[src/rtl/gray_pkg.sv]
// Shared Gray/binary conversion helpers for the Gray counter family.
// Functions work on MAX_WIDTH vectors; narrower values are zero-extended by callers.
package gray_pkg;

  localparam int MAX_WIDTH = 16;

  function automatic logic [MAX_WIDTH-1:0] bin2gray(input logic [MAX_WIDTH-1:0] b);
    return b ^ (b >> 1);
  endfunction

  // XOR prefix from the MSB; zero upper bits leave the result unaffected.
  function automatic logic [MAX_WIDTH-1:0] gray2bin(input logic [MAX_WIDTH-1:0] g);
    logic [MAX_WIDTH-1:0] b;
    b[MAX_WIDTH-1] = g[MAX_WIDTH-1];
    for (int i = MAX_WIDTH - 2; i >= 0; i--) begin
      b[i] = b[i+1] ^ g[i];
    end
    return b;
  endfunction

endpackage

[src/rtl/gray_updown_counter_if.sv]
// Control/data bundle of the Gray up/down counter: strobe, direction, load in; count, bin, flag out.
interface gray_updown_counter_if #(
  parameter int WIDTH = 3
);
  logic             inp;
  logic             up;
  logic             load;
  logic [WIDTH-1:0] load_val;
  logic [WIDTH-1:0] count;
  logic [WIDTH-1:0] bin;
  logic             out;

  modport master (
    output inp, up, load, load_val,
    input  count, bin, out
  );

  modport slave (
    input  inp, up, load, load_val,
    output count, bin, out
  );
endinterface

[src/rtl/gray_to_bin.sv]
// Parametrised combinational Gray-to-binary converter, zero latency.
module gray_to_bin
  import gray_pkg::*;
#(
  parameter int WIDTH = 3
) (
  input  logic [WIDTH-1:0] gray,
  output logic [WIDTH-1:0] bin
);

  logic [MAX_WIDTH-1:0] full;

  assign full = gray2bin(MAX_WIDTH'(gray));
  assign bin  = full[WIDTH-1:0];

endmodule

[src/rtl/gray_updown_counter.sv]
// N-bit Gray up/down counter with load priority, 1-clk latency and a Mealy terminal-count flag.
// Build option GRAY_COUNTER_SATURATE_EN: hold at the terminal state instead of wrapping.
module gray_updown_counter
  import gray_pkg::*;
#(
  parameter int WIDTH = 3
) (
  input  logic                 clk,
  input  logic                 reset_n,
  gray_updown_counter_if.slave bus
);

  logic [WIDTH-1:0]     b;
  logic [WIDTH-1:0]     b_next;
  logic [WIDTH-1:0]     load_bin;
  logic [WIDTH-1:0]     count_q;
  logic [MAX_WIDTH-1:0] gray_next;
  logic                 term;
  logic                 step;

  gray_to_bin #(.WIDTH(WIDTH)) u_load_conv (
    .gray (bus.load_val),
    .bin  (load_bin)
  );

  gray_to_bin #(.WIDTH(WIDTH)) u_bin_conv (
    .gray (count_q),
    .bin  (bus.bin)
  );

  assign term = bus.up ? (b == {WIDTH{1'b1}}) : (b == '0);
  assign step = bus.inp & ~bus.load;

  always_comb begin
    b_next = b;
    if (bus.load) begin
      b_next = load_bin;
    end else if (bus.inp) begin
`ifdef GRAY_COUNTER_SATURATE_EN
      if (!term) begin
        b_next = bus.up ? b + WIDTH'(1) : b - WIDTH'(1);
      end
`else
      b_next = bus.up ? b + WIDTH'(1) : b - WIDTH'(1);
`endif
    end
  end

  assign gray_next = bin2gray(MAX_WIDTH'(b_next));

  always_ff @(posedge clk or negedge reset_n) begin
    if (!reset_n) begin
      b       <= '0;
      count_q <= '0;
    end else begin
      b       <= b_next;
      count_q <= gray_next[WIDTH-1:0];
    end
  end

  // Gated by reset so the flag stays low while held in reset, even at b=0 counting down.
  assign bus.out   = reset_n & step & term;
  assign bus.count = count_q;

endmodule

[src/flat_wrapper.sv]
// flat-port wrapper written by rule: the top's interface ports become plain ports
module gray_updown_counter_flat import gray_pkg::*;
#(
  parameter int WIDTH = 3
)
  (clk, reset_n, bus_inp, bus_up, bus_load, bus_load_val, bus_count, bus_bin, bus_out);
  gray_updown_counter_if #(.WIDTH(WIDTH)) bus_i ();
  input  logic clk;
  input  logic reset_n;
  input wire logic [$bits(bus_i.inp)-1:0] bus_inp;
  input wire logic [$bits(bus_i.up)-1:0] bus_up;
  input wire logic [$bits(bus_i.load)-1:0] bus_load;
  input wire logic [$bits(bus_i.load_val)-1:0] bus_load_val;
  output wire logic [$bits(bus_i.count)-1:0] bus_count;
  output wire logic [$bits(bus_i.bin)-1:0] bus_bin;
  output wire logic [$bits(bus_i.out)-1:0] bus_out;
  assign bus_i.inp = bus_inp;
  assign bus_i.up = bus_up;
  assign bus_i.load = bus_load;
  assign bus_i.load_val = bus_load_val;
  assign bus_count = bus_i.count;
  assign bus_bin = bus_i.bin;
  assign bus_out = bus_i.out;
  gray_updown_counter #(.WIDTH(WIDTH)) u_core (.clk(clk), .reset_n(reset_n), .bus(bus_i));
endmodule
[config.mk]
export PLATFORM = sky130hd
export DESIGN_NAME = gray_updown_counter_flat
export DESIGN_NICKNAME = d
export VERILOG_FILES = /design/src/rtl/gray_pkg.sv /design/src/rtl/gray_updown_counter_if.sv /design/src/rtl/gray_to_bin.sv /design/src/rtl/gray_updown_counter.sv /design/src/flat_wrapper.sv
export SDC_FILE = /design/constraint.sdc
export NUM_CORES = 1
export LEC_CHECK = 0
export CAP_MARGIN = 20
export CELL_PAD_IN_SITES_DETAIL_PLACEMENT = 1
export CELL_PAD_IN_SITES_GLOBAL_PLACEMENT = 2
export CORE_AREA = 2 2 39 41
export DETAILED_ROUTE_END_ITERATION = 8
export DIE_AREA = 0 0 41 43
export DONT_BUFFER_PORTS = 1
export PLACE_DENSITY = 0.67
export SYNTH_ARGS = -nofsm -noshare
export SYNTH_HDL_FRONTEND = slang
export SYNTH_SLANG_ARGS = --single-unit
[constraint.sdc]
create_clock -name clk -period 3.2 [get_ports clk]
set_clock_uncertainty 0.05 [all_clocks]
set_input_delay 0.48 -clock clk [delete_from_list [all_inputs] [get_ports clk]]
set_output_delay 0.48 -clock clk [all_outputs]
set_load 0.05 [all_outputs]
=== After elaboration in Yosys (flattened, before gate mapping) ===
Cells that the tools add are included.
Widths: inputs -> output; s select.

* Input bits: 8
* Flip-flop bits (word level): 6
* Word-level logic and storage cells: 19
* Output and inout port bits: 7

* $add $sub $neg: 2
* Reductions and logical operators: 1
* Bitwise gates (word level): 9
* Equality and inequality tests: 1
* Mux-type cells: 4

{| class="wikitable"
|+ Operators by type and width
! cell !! count
|-
| $mux 3 || 3
|-
| $xor 1x1->1 || 4
|-
| $add 3x1->3 const B || 1
|-
| $and 1x1->1 || 3
|-
| $eq 3x3->1 const B || 1
|-
| $logic_not 3->1 || 1
|-
| $sub 3x1->3 const B || 1
|-
| $xor 3x2->3 || 1
|-
| $mux 1 || 1
|-
| $not 1->1 || 1
|}

=== Depth between registers and ports, before layout ===
* Depth in word-level cells: 5
* Gate-level depth with buffers: 6
* Gate-level depth less buffers: 6

=== Hierarchy ===
From an unflattened synthesis, not the netlist that was laid out.

* Cells, all modules: 34
* Area total of the unflattened synthesis: 371.6 um2

{| class="wikitable"
|+ Modules (own cells, without submodules)
! module !! times used !! cells an instance !! area each (um2) !! seq. area each (um2)
|-
| gray_updown_counter || 1 || 28 || 291.5 || 125.1
|-
| gray_to_bin || 2 || 3 || 40.0 || 0.0
|}

=== Worst setup path after synthesis ===
Ideal clock, no wire load.

* Path kind: register -> output
* From: register u_core.count_q[1] (netlist: u_core.bus.count[1])
* To: output bus_bin[0]
* Arrival: 2316 ps
* Data required time: 2670 ps
* Path buffers: 0
* Setup slack: 354 ps
* Cell stages (with the launch flop): 3
* Cell sequence: dfrtp_1 -> xor2_1 -> xor2_1

* Longest elaborated chain between the ends: 2

{| class="wikitable"
|+ Ends and longest elaborated chain
! what !! RTL line !! RTL
|-
| start: declaration || gray_updown_counter.sv:16 || <nowiki>logic [WIDTH-1:0] count_q;</nowiki>
|-
| start signal: assignment || gray_updown_counter.sv:57 || <nowiki>count_q <= gray_next[WIDTH-1:0];</nowiki>
|-
| $xor 1x1->1 || gray_pkg.sv:16 || <nowiki>b[i] = b[i+1] ^ g[i];</nowiki>
|-
| named net bus_bin[1] || flat_wrapper.sv:15 || <nowiki>output wire logic [$bits(bus_i.bin)-1:0] bus_bin;</nowiki>
|-
| $xor 1x1->1 || gray_pkg.sv:16 ||
|-
| end: declaration || flat_wrapper.sv:15 ||
|}

The timed path passes the listed nets, and every way through them passes these cells.

=== Worst setup path in the final report ===
* From: register u_core.b[2]
* To: output bus_out

* Longest elaborated chain between the ends: 3
* Elaborated cells between the ends (all ways): 4
* Those cells by class: eq/ne: 1; mux: 1; bitwise: 1; reduce/logical: 1

{| class="wikitable"
|+ Ends and longest elaborated chain
! what !! RTL line !! RTL
|-
| start: declaration || gray_updown_counter.sv:13 || <nowiki>logic [WIDTH-1:0] b;</nowiki>
|-
| start signal: assignment || gray_updown_counter.sv:56 || <nowiki>b <= b_next;</nowiki>
|-
| $eq 3x3->1 or $logic_not 3->1 (tied branches) || gray_updown_counter.sv:31 || <nowiki>assign term = bus.up ? (b == {WIDTH{1'b1}}) : (b == '0);</nowiki>
|-
| $mux 1 * || gray_updown_counter.sv:31 ||
|-
| $and 1x1->1 * || gray_updown_counter.sv:62 || <nowiki>assign bus.out = reset_n & step & term;</nowiki>
|-
| end: declaration || flat_wrapper.sv:16 || <nowiki>output wire logic [$bits(bus_i.out)-1:0] bus_out;</nowiki>
|}

Mark *: on every way between the ends. The rest lies on a longest branch, timed or not.

==> results.yml <==
pwr:
  combPwrFrac: 0.482
  irDropWorstVdd_mv: 0.170
  intPower_uw: 183
  p_switching_uw: 197
  power.share.switching: 0.519
  power_density_nw_per_um2: 896
  power_frac_seq: 0.320
  power_frac_clock: 0.198
  p_leak_uw: 0.000185
  total_power_uw: 380
clock_tree:
  cts_tree: "built"
  clk_latency_ns: 0.24
  cts_buffer_depth: 2
  numCtsBuffers: 3
  clkSinkCount: 5
  cts_setup_buffers: 0
  h-tree-depth: 1
  cts.clk_slew.worst_paths_ns: 0.05
  cts-root-buf: "clkbuf_4"
sta:
  finalCritPeriodShare: 0.692
  setup_violations: 0
  period_minus_slack_ns: 2.21
  hold_violations: 0
  fmax_mhz: 452
  worst_slew_pin_slew_ns: 0.492
  rsz0062_at_grt: "no"
  totalNegativeSetupSlack_ns: 0
  slew_headroom: 0.672
  drv_slew: 0
yosys:
  synthCells: 38
  synth.distinct_cells: 18
  synth_area_per_cell_um2: 9.35
  synth-warning-count: 0
  yosysSeqAreaShare: 0.352
  syn_nets: 47
  yosysTopAreaCell: "dfrtp_1"
  ys_ff_latch: 5
  synth_area_um2: 355
  synth_top_area_frac: 0.352
  synth_area_leaders: "dfrtp_1 (35%), xor2_1 (12%), xnor2_1 (7.4%), buf_4 (6.3%), fa_1 (5.6%)"
critical_path:
  worstPathMaxFanout: 7
  worstPathArrival_ns: 1.68
  worstPathCellList: "or4_1 > a211oi_2 > buf_4"
  crit_type: "flop to primary output"
  timing.critical_path.from: "u_core.b[2]$_DFF_PN0_"
  cp_slowest_cell: "or4_1"
  r2r_slack_ns: 1.25
  cp.required_ns: 2.67
  end_kind: "primary output"
  cp-start-kind: "flop"
  reg2regPathDepth: 6
  slowest_delay_ns: 0.54
  worstReg2RegStart: "u_core.b[0]$_DFF_PN0_"
routing:
  drt-initial-drc-count: 15
  totalWireLength_um: 835
  wl_per_cell_um: 13.9
  first_pass_iters: 4
  drc: 0
  ant_nets: 0
  vias: 294
  avgViaCountPerCell: 4.90
global_route:
  grt_pass1_vias: 292
  grt_use_total: 0.109
  antenna_found_initial: 0
  grt_max_degree: 12
  grt_pass1_wl_um: 1280
  grt-ovfl-total: 0
die:
  std_cell_rows: 14
  coreArea_um2: 1380
  dieArea_um2: 1760
  io_pins: 15
  start_util: 0.257
  fp.dieW_um: 41
  dieHeight_um: 43
place:
  routabilityCongestion: 0.761
  io_buffers: 0
cells_and_area:
  seq_area_um2: 125
  layout-drive-gt1-share: 0.205
  nFillCells: 172
  multi_input_area_um2: 201
  antennaDiodeCount: 0
  syn_to_final_growth_pct: 19.4
  final_nets: 54
run:
  maxCapViolations: 0
hold_path:
  hold-path-cell-count: 1
  hp-start: "bus_load"
  hp-class: "input port to flop"
status:
  outcome: "finished, final reports clean"
flip-flops by register name, summed over array words and instances, names as in the netlist:
name              flops
u_core.b              3
u_core.bus.count      2
kinds of logic after synthesis:
family / synth area share
XOR/XNOR: 0.197
AND/OR/NAND/NOR: 0.187
flip-flops: 0.352
AO/OA/AOI/OAI: 0.113
buffers and inverters: 0.0951
adder cells (fa/ha/maj): 0.0563
placed cells by master (no fill, tap or decap):
cell / netlist / routed
a21oi_1: 3 / 3
dlygate4sd3_1: 0 / 1
clkbuf_4: 0 / 3
or4_1: 1 / 1
nand4_1: 1 / 1
a211oi_2: 0 / 1
nand3_2: 1 / 1
or4b_1: 1 / 1
dfrtp_1: 5 / 5
a22oi_1: 1 / 1
nand2_1: 3 / 3
inv_1: 3 / 3
nand3b_1: 1 / 1
xor2_1: 5 / 5
clkbuf_1: 0 / 1
o21ai_0: 2 / 2
nor2b_1: 1 / 1
fa_1: 1 / 1
buf_4: 3 / 4
nor2_1: 2 / 2
xnor2_1: 3 / 3
synthesized netlist by cell type:
library cell and instances:
nand3_2 1, or4_1 1, or4b_1 1, nor2_1 2, nor2b_1 1, xnor2_1 3, a21oi_1 3, o21ai_0 2
nand3b_1 1, fa_1 1, a211oi_1 1, nand2_1 3, buf_4 3, dfrtp_1 5, a22oi_1 1, xor2_1 5
nand4_1 1, inv_1 3
final cells by class:
| cell class | count | share of cell area |
|---|---|---|
| multi-input combinational | 27 | 0.475 |
| clock buffer | 4 | 0.0619 |
| tap | 16 | 0.0472 |
| sequential | 5 | 0.295 |
| timing repair buffer | 5 | 0.0944 |
| inverter | 3 | 0.0265 |
timing repair:
| item | in CTS | in global routing |
|---|---|---|
| hold buffers | 1 | 0 |
| endpoints found under the hold margin | 5 | 0 |
| gates resized for setup | 0 | 0 |
final timing paths:
path / endpoint
worst max-delay path: bus_out
worst min-delay path: u_core.b[0]$_DFF_PN0_
worst max register to register: u_core.bus.count[1]$_DFF_PN0_
worst min register to register: u_core.b[0]$_DFF_PN0_
max in group asynchronous: u_core.bus.count[1]$_DFF_PN0_
min in group asynchronous: u_core.b[1]$_DFF_PN0_
metrics by stage:
| step | instance area (µm²) | utilization | std cells | setup slack [ns] | hold WS [ns] |
|---|---|---|---|---|---|
| after floorplan | 355 | - | 38 | 0.354 | 0.134 |
| after global placement | 388 | 0.280 | 55 | 1.24 | 0.135 |
| after detailed placement | 388 | 0.280 | 55 | 1.23 | 0.135 |
| after CTS | 424 | 0.307 | 60 | 0.970 | 0.274 |
| after global routing | 424 | 0.307 | 60 | 0.910 | 0.269 |
| final | 424 | 0.307 | 60 | 0.985 | 0.276 |
critical path: cells and delay by family, from the launching register on:
kind | cells | cell delay [ns]
buf+inv | 1 | 0.22
compound gates | 1 | 0.22
simple gates | 1 | 0.54
flops | 1 | 0.45
power groups by stage:
stage	logic [µW]	clock network (µW)	registers, µW
final	183	75.1	122
after global routing	198	78.9	125
after CTS	186	75.6	122
after detailed placement	183	0	123
after global placement	179	0	122
after floorplan	148	0	118
per-layer routing:
metal / GRT usage / wire [µm] / up-vias
met5: 0 / 0 / -
li1: - / - / 141
met1: 0.138 / 328 / 139
met4: 0.0600 / 17 / 0
met3: 0.0105 / 69 / 2
met2: 0.172 / 420 / 12
Note: power is estimated with default switching activity, not from simulation.
